<file path="config.mk">
export PLATFORM = sky130hd
export DESIGN_NAME = signed_block_accumulator
export DESIGN_NICKNAME = d
export VERILOG_FILES = /design/src/rtl/signed_block_accumulator.sv
export SDC_FILE = /design/constraint.sdc
export NUM_CORES = 1
export LEC_CHECK = 0
export CELL_PAD_IN_SITES_DETAIL_PLACEMENT = 1
export CELL_PAD_IN_SITES_GLOBAL_PLACEMENT = 1
export CORE_AREA = 5 5 87 81
export DETAILED_ROUTE_END_ITERATION = 10
export DIE_AREA = 0 0 92 86
export PLACE_DENSITY_LB_ADDON = 0.1
export SYNTH_ARGS = -nofsm -noshare
export SYNTH_HDL_FRONTEND = slang
export SYNTH_SLANG_ARGS = --single-unit
</file>
<file path="constraint.sdc">
create_clock -name i_CLK -period 4.2 [get_ports i_CLK]
set_input_delay 0.63 -clock i_CLK [delete_from_list [all_inputs] [get_ports i_CLK]]
set_output_delay 0.63 -clock i_CLK [all_outputs]
set_load 0.02 [all_outputs]
</file>
<file path="src/rtl/signed_block_accumulator.sv">
// rtl/signed_block_accumulator.sv - saturating block accumulator of sign-extended samples
//
// Purpose: accepts narrow signed samples over a valid/ready handshake and sign-extends
// each one to p_OUTPUT_WIDTH. It adds p_COUNT samples per block with clamp-and-continue
// saturation, then holds the block sum until the consumer takes it.
//
// Ports:
//   i_CLK       clock, all state on rising edge
//   i_RST_N     synchronous active-low reset
//   i_VALID     sample valid
//   o_READY     block can accept a sample (ACCUM state and not in reset)
//   i_DATA      signed sample, p_INPUT_WIDTH bits
//   o_VALID     block sum valid
//   i_READY     consumer accepts sum
//   o_SUM       signed saturated block sum, p_OUTPUT_WIDTH bits
//   o_OVERFLOW  saturation occurred somewhere in the block, qualified by o_VALID
module signed_block_accumulator #(
   parameter int p_INPUT_WIDTH  = 8,
   parameter int p_OUTPUT_WIDTH = 16,
   parameter int p_COUNT        = 4
) (
   input  logic                      i_CLK,
   input  logic                      i_RST_N,
   input  logic                      i_VALID,
   output logic                      o_READY,
   input  logic [p_INPUT_WIDTH-1:0]  i_DATA,
   output logic                      o_VALID,
   input  logic                      i_READY,
   output logic [p_OUTPUT_WIDTH-1:0] o_SUM,
   output logic                      o_OVERFLOW
);

   localparam int lp_CW = $clog2(p_COUNT + 1);
   localparam int lp_W  = p_OUTPUT_WIDTH;

   localparam logic [0:0] S_ACCUM = 1'b0;
   localparam logic [0:0] S_HOLD  = 1'b1;

   logic [0:0]       r_state;
   logic [lp_W-1:0]  r_acc;
   logic [lp_CW-1:0] r_cnt;
   logic             r_sat;

   logic [lp_W-1:0]  w_ext;
   logic [lp_W:0]    w_tmp;
   logic [lp_W-1:0]  w_clamp;
   logic             w_sat_now;
   logic             w_last;

   assign w_ext = {{(lp_W - p_INPUT_WIDTH){i_DATA[p_INPUT_WIDTH-1]}}, i_DATA};
   assign w_tmp = {r_acc[lp_W-1], r_acc} + {w_ext[lp_W-1], w_ext};

   // The two top bits of the one-bit-wider sum disagree exactly when the true
   // result does not fit in lp_W bits; the extra MSB gives the true sign.
   always_comb begin
      w_clamp   = w_tmp[lp_W-1:0];
      w_sat_now = 1'b0;
      if (w_tmp[lp_W:lp_W-1] == 2'b01) begin
         w_clamp   = {1'b0, {(lp_W-1){1'b1}}};
         w_sat_now = 1'b1;
      end else if (w_tmp[lp_W:lp_W-1] == 2'b10) begin
         w_clamp   = {1'b1, {(lp_W-1){1'b0}}};
         w_sat_now = 1'b1;
      end
   end

   assign w_last  = (r_cnt == lp_CW'(p_COUNT - 1));
   assign o_READY = (r_state == S_ACCUM) && i_RST_N;

   always_ff @(posedge i_CLK) begin
      if (!i_RST_N) begin
         r_state    <= S_ACCUM;
         r_acc      <= '0;
         r_cnt      <= '0;
         r_sat      <= 1'b0;
         o_VALID    <= 1'b0;
         o_SUM      <= '0;
         o_OVERFLOW <= 1'b0;
      end else begin
         case (r_state)
            S_ACCUM: begin
               if (i_VALID) begin
                  if (w_last) begin
                     o_SUM      <= w_clamp;
                     o_OVERFLOW <= r_sat | w_sat_now;
                     o_VALID    <= 1'b1;
                     r_state    <= S_HOLD;
                     r_acc      <= '0;
                     r_cnt      <= '0;
                     r_sat      <= 1'b0;
                  end else begin
                     r_acc <= w_clamp;
                     r_cnt <= r_cnt + lp_CW'(1);
                     r_sat <= r_sat | w_sat_now;
                  end
               end
            end
            default: begin
               // In HOLD o_VALID is always high, so i_READY alone completes the handshake.
               if (i_READY) begin
                  o_VALID <= 1'b0;
                  r_state <= S_ACCUM;
               end
            end
         endcase
      end
   end

endmodule

</file>
### After elaboration in Yosys (flattened, before gate mapping)

Cells that the tools add are included.

| storage, ports and cells | value |
|---|---|
| bits of input ports | 12 |
| word-level logic and storage cells | 36 |
| latch bits | 0 |
| memories kept | 0 |
| output and inout port bits | 19 |
| bits in read-only memories | 0 |
| RAM bits | 0 |
| flip-flop bits (word level) | 39 |

| operators by class | value |
|---|---|
| multiplexer cells | 15 |
| equality and inequality tests | 4 |
| reduce and logical (&&, ||, !) cells | 6 |
| div/mod/pow operators | 0 |
| shift-type cells | 0 |
| multiply operators | 0 |
| add/subtract/negate cells | 2 |
| bitwise operators | 2 |
| $lt $le $gt $ge | 0 |

Operator list:

| cell | number |
|---|---|
| 2-to-1 mux 16 bit | 3 |
| adder 16 x 8 -> 17 bit | 1 |
| 2-to-1 mux 1 bit | 11 |
| AND reduction 3 bit | 2 |
| nonzero test 2 bit | 2 |
| adder 3 x 1 -> 3 bit (second input constant) | 1 |
| == test 3 x 2 -> 1 bit (second input constant) | 1 |
| 2-to-1 mux 3 bit | 1 |
| == test 2 x 1 -> 1 bit (second input constant) | 1 |
| == test 2 bit (second input constant) | 1 |
| != test 2 bit (second input constant) | 1 |
| AND reduction 2 bit | 1 |
| logical AND 1 bit | 1 |
| NOT 1 bit | 1 |
| bitwise OR 1 bit | 1 |

### Longest topological paths before layout

| logic depth | value |
|---|---|
| word-level depth | 6 |
| depth in mapped cells | 15 |
| depth with buffers taken out | 15 |

### Worst setup path after synthesis

OpenSTA, ideal clock, no wires.

| timing path | value |
|---|---|
| kind | input port to flip-flop |
| from | input i_DATA[0] |
| to | register r_acc[14] |
| slack | 0.822 ns |
| required time | 4.094 ns |
| library setup time | 0.106 ns |
| path buffers | 1 |
| cell stages on the path | 15 |
| data arrival time | 3.272 ns |
| cells stage by stage | ha_1 -> inv_1 -> fa_1 -> nand2b_2 -> a21oi_1 -> o31a_4 -> o211ai_4 -> a211o_1 -> o211ai_1 -> ha_1 -> clkbuf_1 -> inv_1 -> nor2_1 -> a211oi_1 -> o311ai_0 |

| between the ends | value |
|---|---|
| cells in the longest elaborated chain, start to end | 5 |
| elaborated cells between the ends (all ways) | 6 |
| classes of those cells | add/sub: 1; eq/ne: 2; mux: 3 |

Ends and longest elaborated chain:

| what | line | RTL |
|---|---|---|
| from (decl) | 26 | `input logic [p_INPUT_WIDTH-1:0] i_DATA,` |
| adder 16 x 8 -> 17 bit * | 51 | `assign w_tmp = {r_acc[lp_W-1], r_acc} + {w_ext[lp_W-1], w_ext};` |
| == test 2 bit | 61 | `end else if (w_tmp[lp_W:lp_W-1] == 2'b10) begin` |
| 2-to-1 mux 16 bit | 61 |  |
| 2-to-1 mux 16 bit * | 58 | `if (w_tmp[lp_W:lp_W-1] == 2'b01) begin` |
| 2-to-1 mux 16 bit * | 83 | `if (w_last) begin` |
| to (signal assigned) | 92 | `r_acc <= w_clamp;` |
| to (decl) | 40 | `logic [lp_W-1:0] r_acc;` |

Mark *: on every way between the ends. The rest lies on a longest branch, timed or not.
A chain may end at the register's enable or synchronous reset.

### Worst setup path after layout

| timing path | value |
|---|---|
| from | input i_DATA[0] |
| to | register o_SUM[14] |

| between the ends | value |
|---|---|
| cells in the longest elaborated chain, start to end | 4 |
| elaborated cells between the ends (all ways) | 5 |
| classes of those cells | add/sub: 1; eq/ne: 2; mux: 2 |

Ends and longest elaborated chain:

| what | line | RTL |
|---|---|---|
| adder 16 x 8 -> 17 bit * | 51 |  |
| == test 2 bit | 61 |  |
| 2-to-1 mux 16 bit | 61 |  |
| 2-to-1 mux 16 bit * | 58 |  |
| to (signal assigned) | 84 | `o_SUM <= w_clamp;` |
| to (decl) | 29 | `output logic [p_OUTPUT_WIDTH-1:0] o_SUM,` |

Marks and branches as above.

==> impl_metrics.py <==
metrics = {
    "worst_setup_path": {
        "arrival_ps": 3970,
        "cp-start-kind": "primary input",
        "end_kind": "flip-flop",
        "crit_required_ps": 4380,
        "crit_fanout": 8,
        "crit_path_cell_trace": "clkdlybuf4s50_1, ha_1, inv_1, fa_1, nand2b_2, a21oi_1, o31a_4, o211ai_4, a211o_1, o211a_1, ha_1, inv_1, nand2_1, o311ai_0",
        "crit_type": "primary input to flip-flop",
        "critPathMaxStageDelay_ps": 470,
        "slowest_stage": "clkdlybuf4s50_1",
    },
    "clocking": {
        "cts_buffer_depth": 2,
        "cts_tree": "yes",
        "post_cts_buffers": 0,
        "htree_levels": 2,
        "cts_hold_buf": 0,
        "cts_made_buffers": 5,
        "cts.reportedPaths.clkPinSlew_ps": 80,
        "clkSinkCount": 39,
        "cts_resized": 0,
        "root_buffer": "clkbuf_8",
        "clock_latency_ps": 290,
    },
    "drt": {
        "postRouteAntennaNets": 0,
        "vias": 2071,
        "first_pass_iters": 4,
        "vias_per_cell": 5.48,
        "drt_iter0_drc": 66,
        "finalWirelength_um": 6380,
        "wire_per_inst_um": 16.9,
        "drc": 0,
    },
    "timing": {
        "drv_slew": 0,
        "fmax_ghz": 0.264,
        "period_share_pct": 90.1,
        "rsz0062_at_grt": "false",
        "slew_headroom_pct": 52.4,
        "final.setup.tns_ps": 0,
        "finalSetupViolations": 0,
        "worstMarginPinSlew_ps": 712,
        "finalHoldViolations": 0,
        "min_period_ps": 3790,
        "fin_ws_ps": 414,
        "fin_skew_ps": 7.13,
    },
    "yosys": {
        "syn_area_mm2": 0.00235,
        "synth_top_area_share_pct": 33.2,
        "synth_adder_area_share_pct": 11.5,
        "yosys_register_bits": 39,
        "synth.yosys.seq_area_share_pct": 33.2,
        "synth.area.top_cells": "dfxtp_1, ha_1, o21ai_0",
        "synthSimpleGateAreaFrac_pct": 18.1,
        "synth_edf_count": 0,
        "ys.flop_type": "dfxtp_1",
        "synth_mux_area_share_pct": 1.49,
        "yosysTopAreaCell": "dfxtp_1",
        "synth_top_family_by_area": "compound AO/OA/AOI/OAI gates",
        "netlist_instances": 266,
        "yosys_warnings": 0,
        "synth_nets": 299,
        "synthArstFlopShare_pct": 0,
        "yosysUniqueCellTypes": 54,
        "synth-xor-area-share_pct": 3.72,
        "synth_compound_area_share_pct": 29.3,
        "syn_avg_cell_area_um2": 8.84,
    },
    "final_layout": {
        "nets": 338,
        "final_cell_area_mm2": 0.00288,
        "final_cells": 378,
        "area_growth_pct": 22.3,
        "final_common_cell": "dfxtp_1",
        "mostFrequentLayoutCells": "dfxtp_1, clkdlybuf4s50_1, nand2_1, o21ai_0",
        "final_core_util_pct": 47.8,
        "drive_gt1_share_pct": 11.8,
        "insertedDiodeCount": 0,
    },
    "placement": {
        "io_buffers": 30,
        "post-place-ws_ps": 176,
        "gp_congestion": 0.854,
        "placed_cells": 370,
        "postPlaceCellArea_mm2": 0.00277,
        "hpwl_um": 4880,
    },
    "status": {
        "run_status": "finished clean",
    },
    "floorplan": {
        "die_w_um": 92,
        "rows": 27,
        "core_area_mm2": 0.00601,
        "dieArea_mm2": 0.00791,
        "io_pins": 31,
        "initial_core_util_pct": 39.1,
        "die_h_um": 86,
    },
    "power_and_ir_drop": {
        "power_density_mw_per_mm2": 588,
        "leakage_nw": 1.19,
        "swShare_pct": 41.4,
        "p_comb_share_pct": 54.8,
        "clkPwrFrac_pct": 17.0,
        "internal_power_mw": 0.991,
        "vdd_drop_max_uv": 216,
        "pwr-share-seq_pct": 28.2,
        "p_switching_mw": 0.699,
    },
    "grt": {
        "grt-ovfl-total": 0,
        "grt_pass1_vias": 2141,
        "grt.total_usage_pct": 17.2,
        "grt_pass1_wl_um": 10900,
        "antenna_found_initial": 0,
        "grt_max_degree": 22,
    },
    "min_path": {
        "hold_class": "flip-flop to flip-flop",
    },
    "run": {
        "cap_violations": 0,
    },
}
[worst paths after layout]
kind                            depth (start not counted)  slack, ps                     end             startpoint
worst max-delay path                                   14        410  o_SUM[14]$_SDFFE_PN0P_              i_DATA[0]
worst min-delay path                                    2        450   r_cnt[2]$_SDFFE_PN0P_  r_cnt[2]$_SDFFE_PN0P_
worst max register to register                         13        890  o_SUM[14]$_SDFFE_PN0P_  r_acc[0]$_SDFFE_PN0P_
worst min register to register                          2        450   r_cnt[2]$_SDFFE_PN0P_  r_cnt[2]$_SDFFE_PN0P_
[power by group through the flow]
stage | Clock [mW] | Combinational [mW] | Sequential [mW]
floorplan | 0 | 0.700 | 0.478
global placement | 0 | 0.925 | 0.483
detailed placement | 0 | 0.929 | 0.484
CTS | 0.299 | 0.934 | 0.477
global route | 0.320 | 1.05 | 0.485
finish | 0.287 | 0.926 | 0.477
[final cells by class]
class / count / area (µm²)
fill: 711 / 3140
multi-input combinational: 213 / 1510
sequential: 39 / 781
timing repair buffer: 39 / 368
clock buffer: 7 / 96.3
tap: 72 / 90.1
inverter: 7 / 26.3
clock inverter: 1 / 7.51
[critical path, delay by kind of cell]
family | cells | cell delay [ps]
buf+inv | 3 | 770
compound gates | 6 | 1330
simple gates | 2 | 370
fa+ha+maj | 3 | 860
[synthesized netlist by cell type, types with 3 or more instances]
cell,number
inv_1,7
o21ai_0,24
o21ai_2,4
ha_1,20
a221o_1,10
clkbuf_1,5
xor2_1,4
o21a_1,3
xnor2_1,6
nor2b_1,8
dfxtp_1,39
nor2_1,20
nand3_1,7
a21oi_1,20
a21o_1,4
and2_1,7
nand2_1,26
[routing by layer]
layer | wire (µm) | GRT usage [%] | part of all wire [%] | vias up
met5 | 0 | 0 | 0 | -
met4 | 82 | 4.32 | 1.3 | 0
met1 | 3140 | 22.9 | 49 | 990
met2 | 2960 | 28.3 | 46 | 28
li1 | - | - | - | 1046
met3 | 197 | 3.60 | 3.1 | 7
[flip-flops by register name, summed over array words and instances (netlist names)]
| signal | cells |
|---|---|
| o_OVERFLOW | 1 |
| o_VALID | 1 |
| r_cnt | 3 |
| r_sat | 1 |
| o_SUM | 16 |
| r_state | 1 |
| r_acc | 16 |
[logic make-up after synthesis]
kind of cell | Yosys count
AO/OA/AOI/OAI | 93
AND/OR/NAND/NOR | 86
flip-flops | 39
adder cells (fa/ha/maj) | 21
buffers and inverters | 14
XOR/XNOR | 10
multiplexers | 3
[metrics by stage]
stage | power [mW] | hold WS, ps
floorplan | 1.18 | 408
global placement | 1.41 | 420
detailed placement | 1.41 | 424
CTS | 1.71 | 441
global route | 1.85 | 476
finish | 1.69 | 446
No activity file was read; power rests on OpenSTA's default activity.
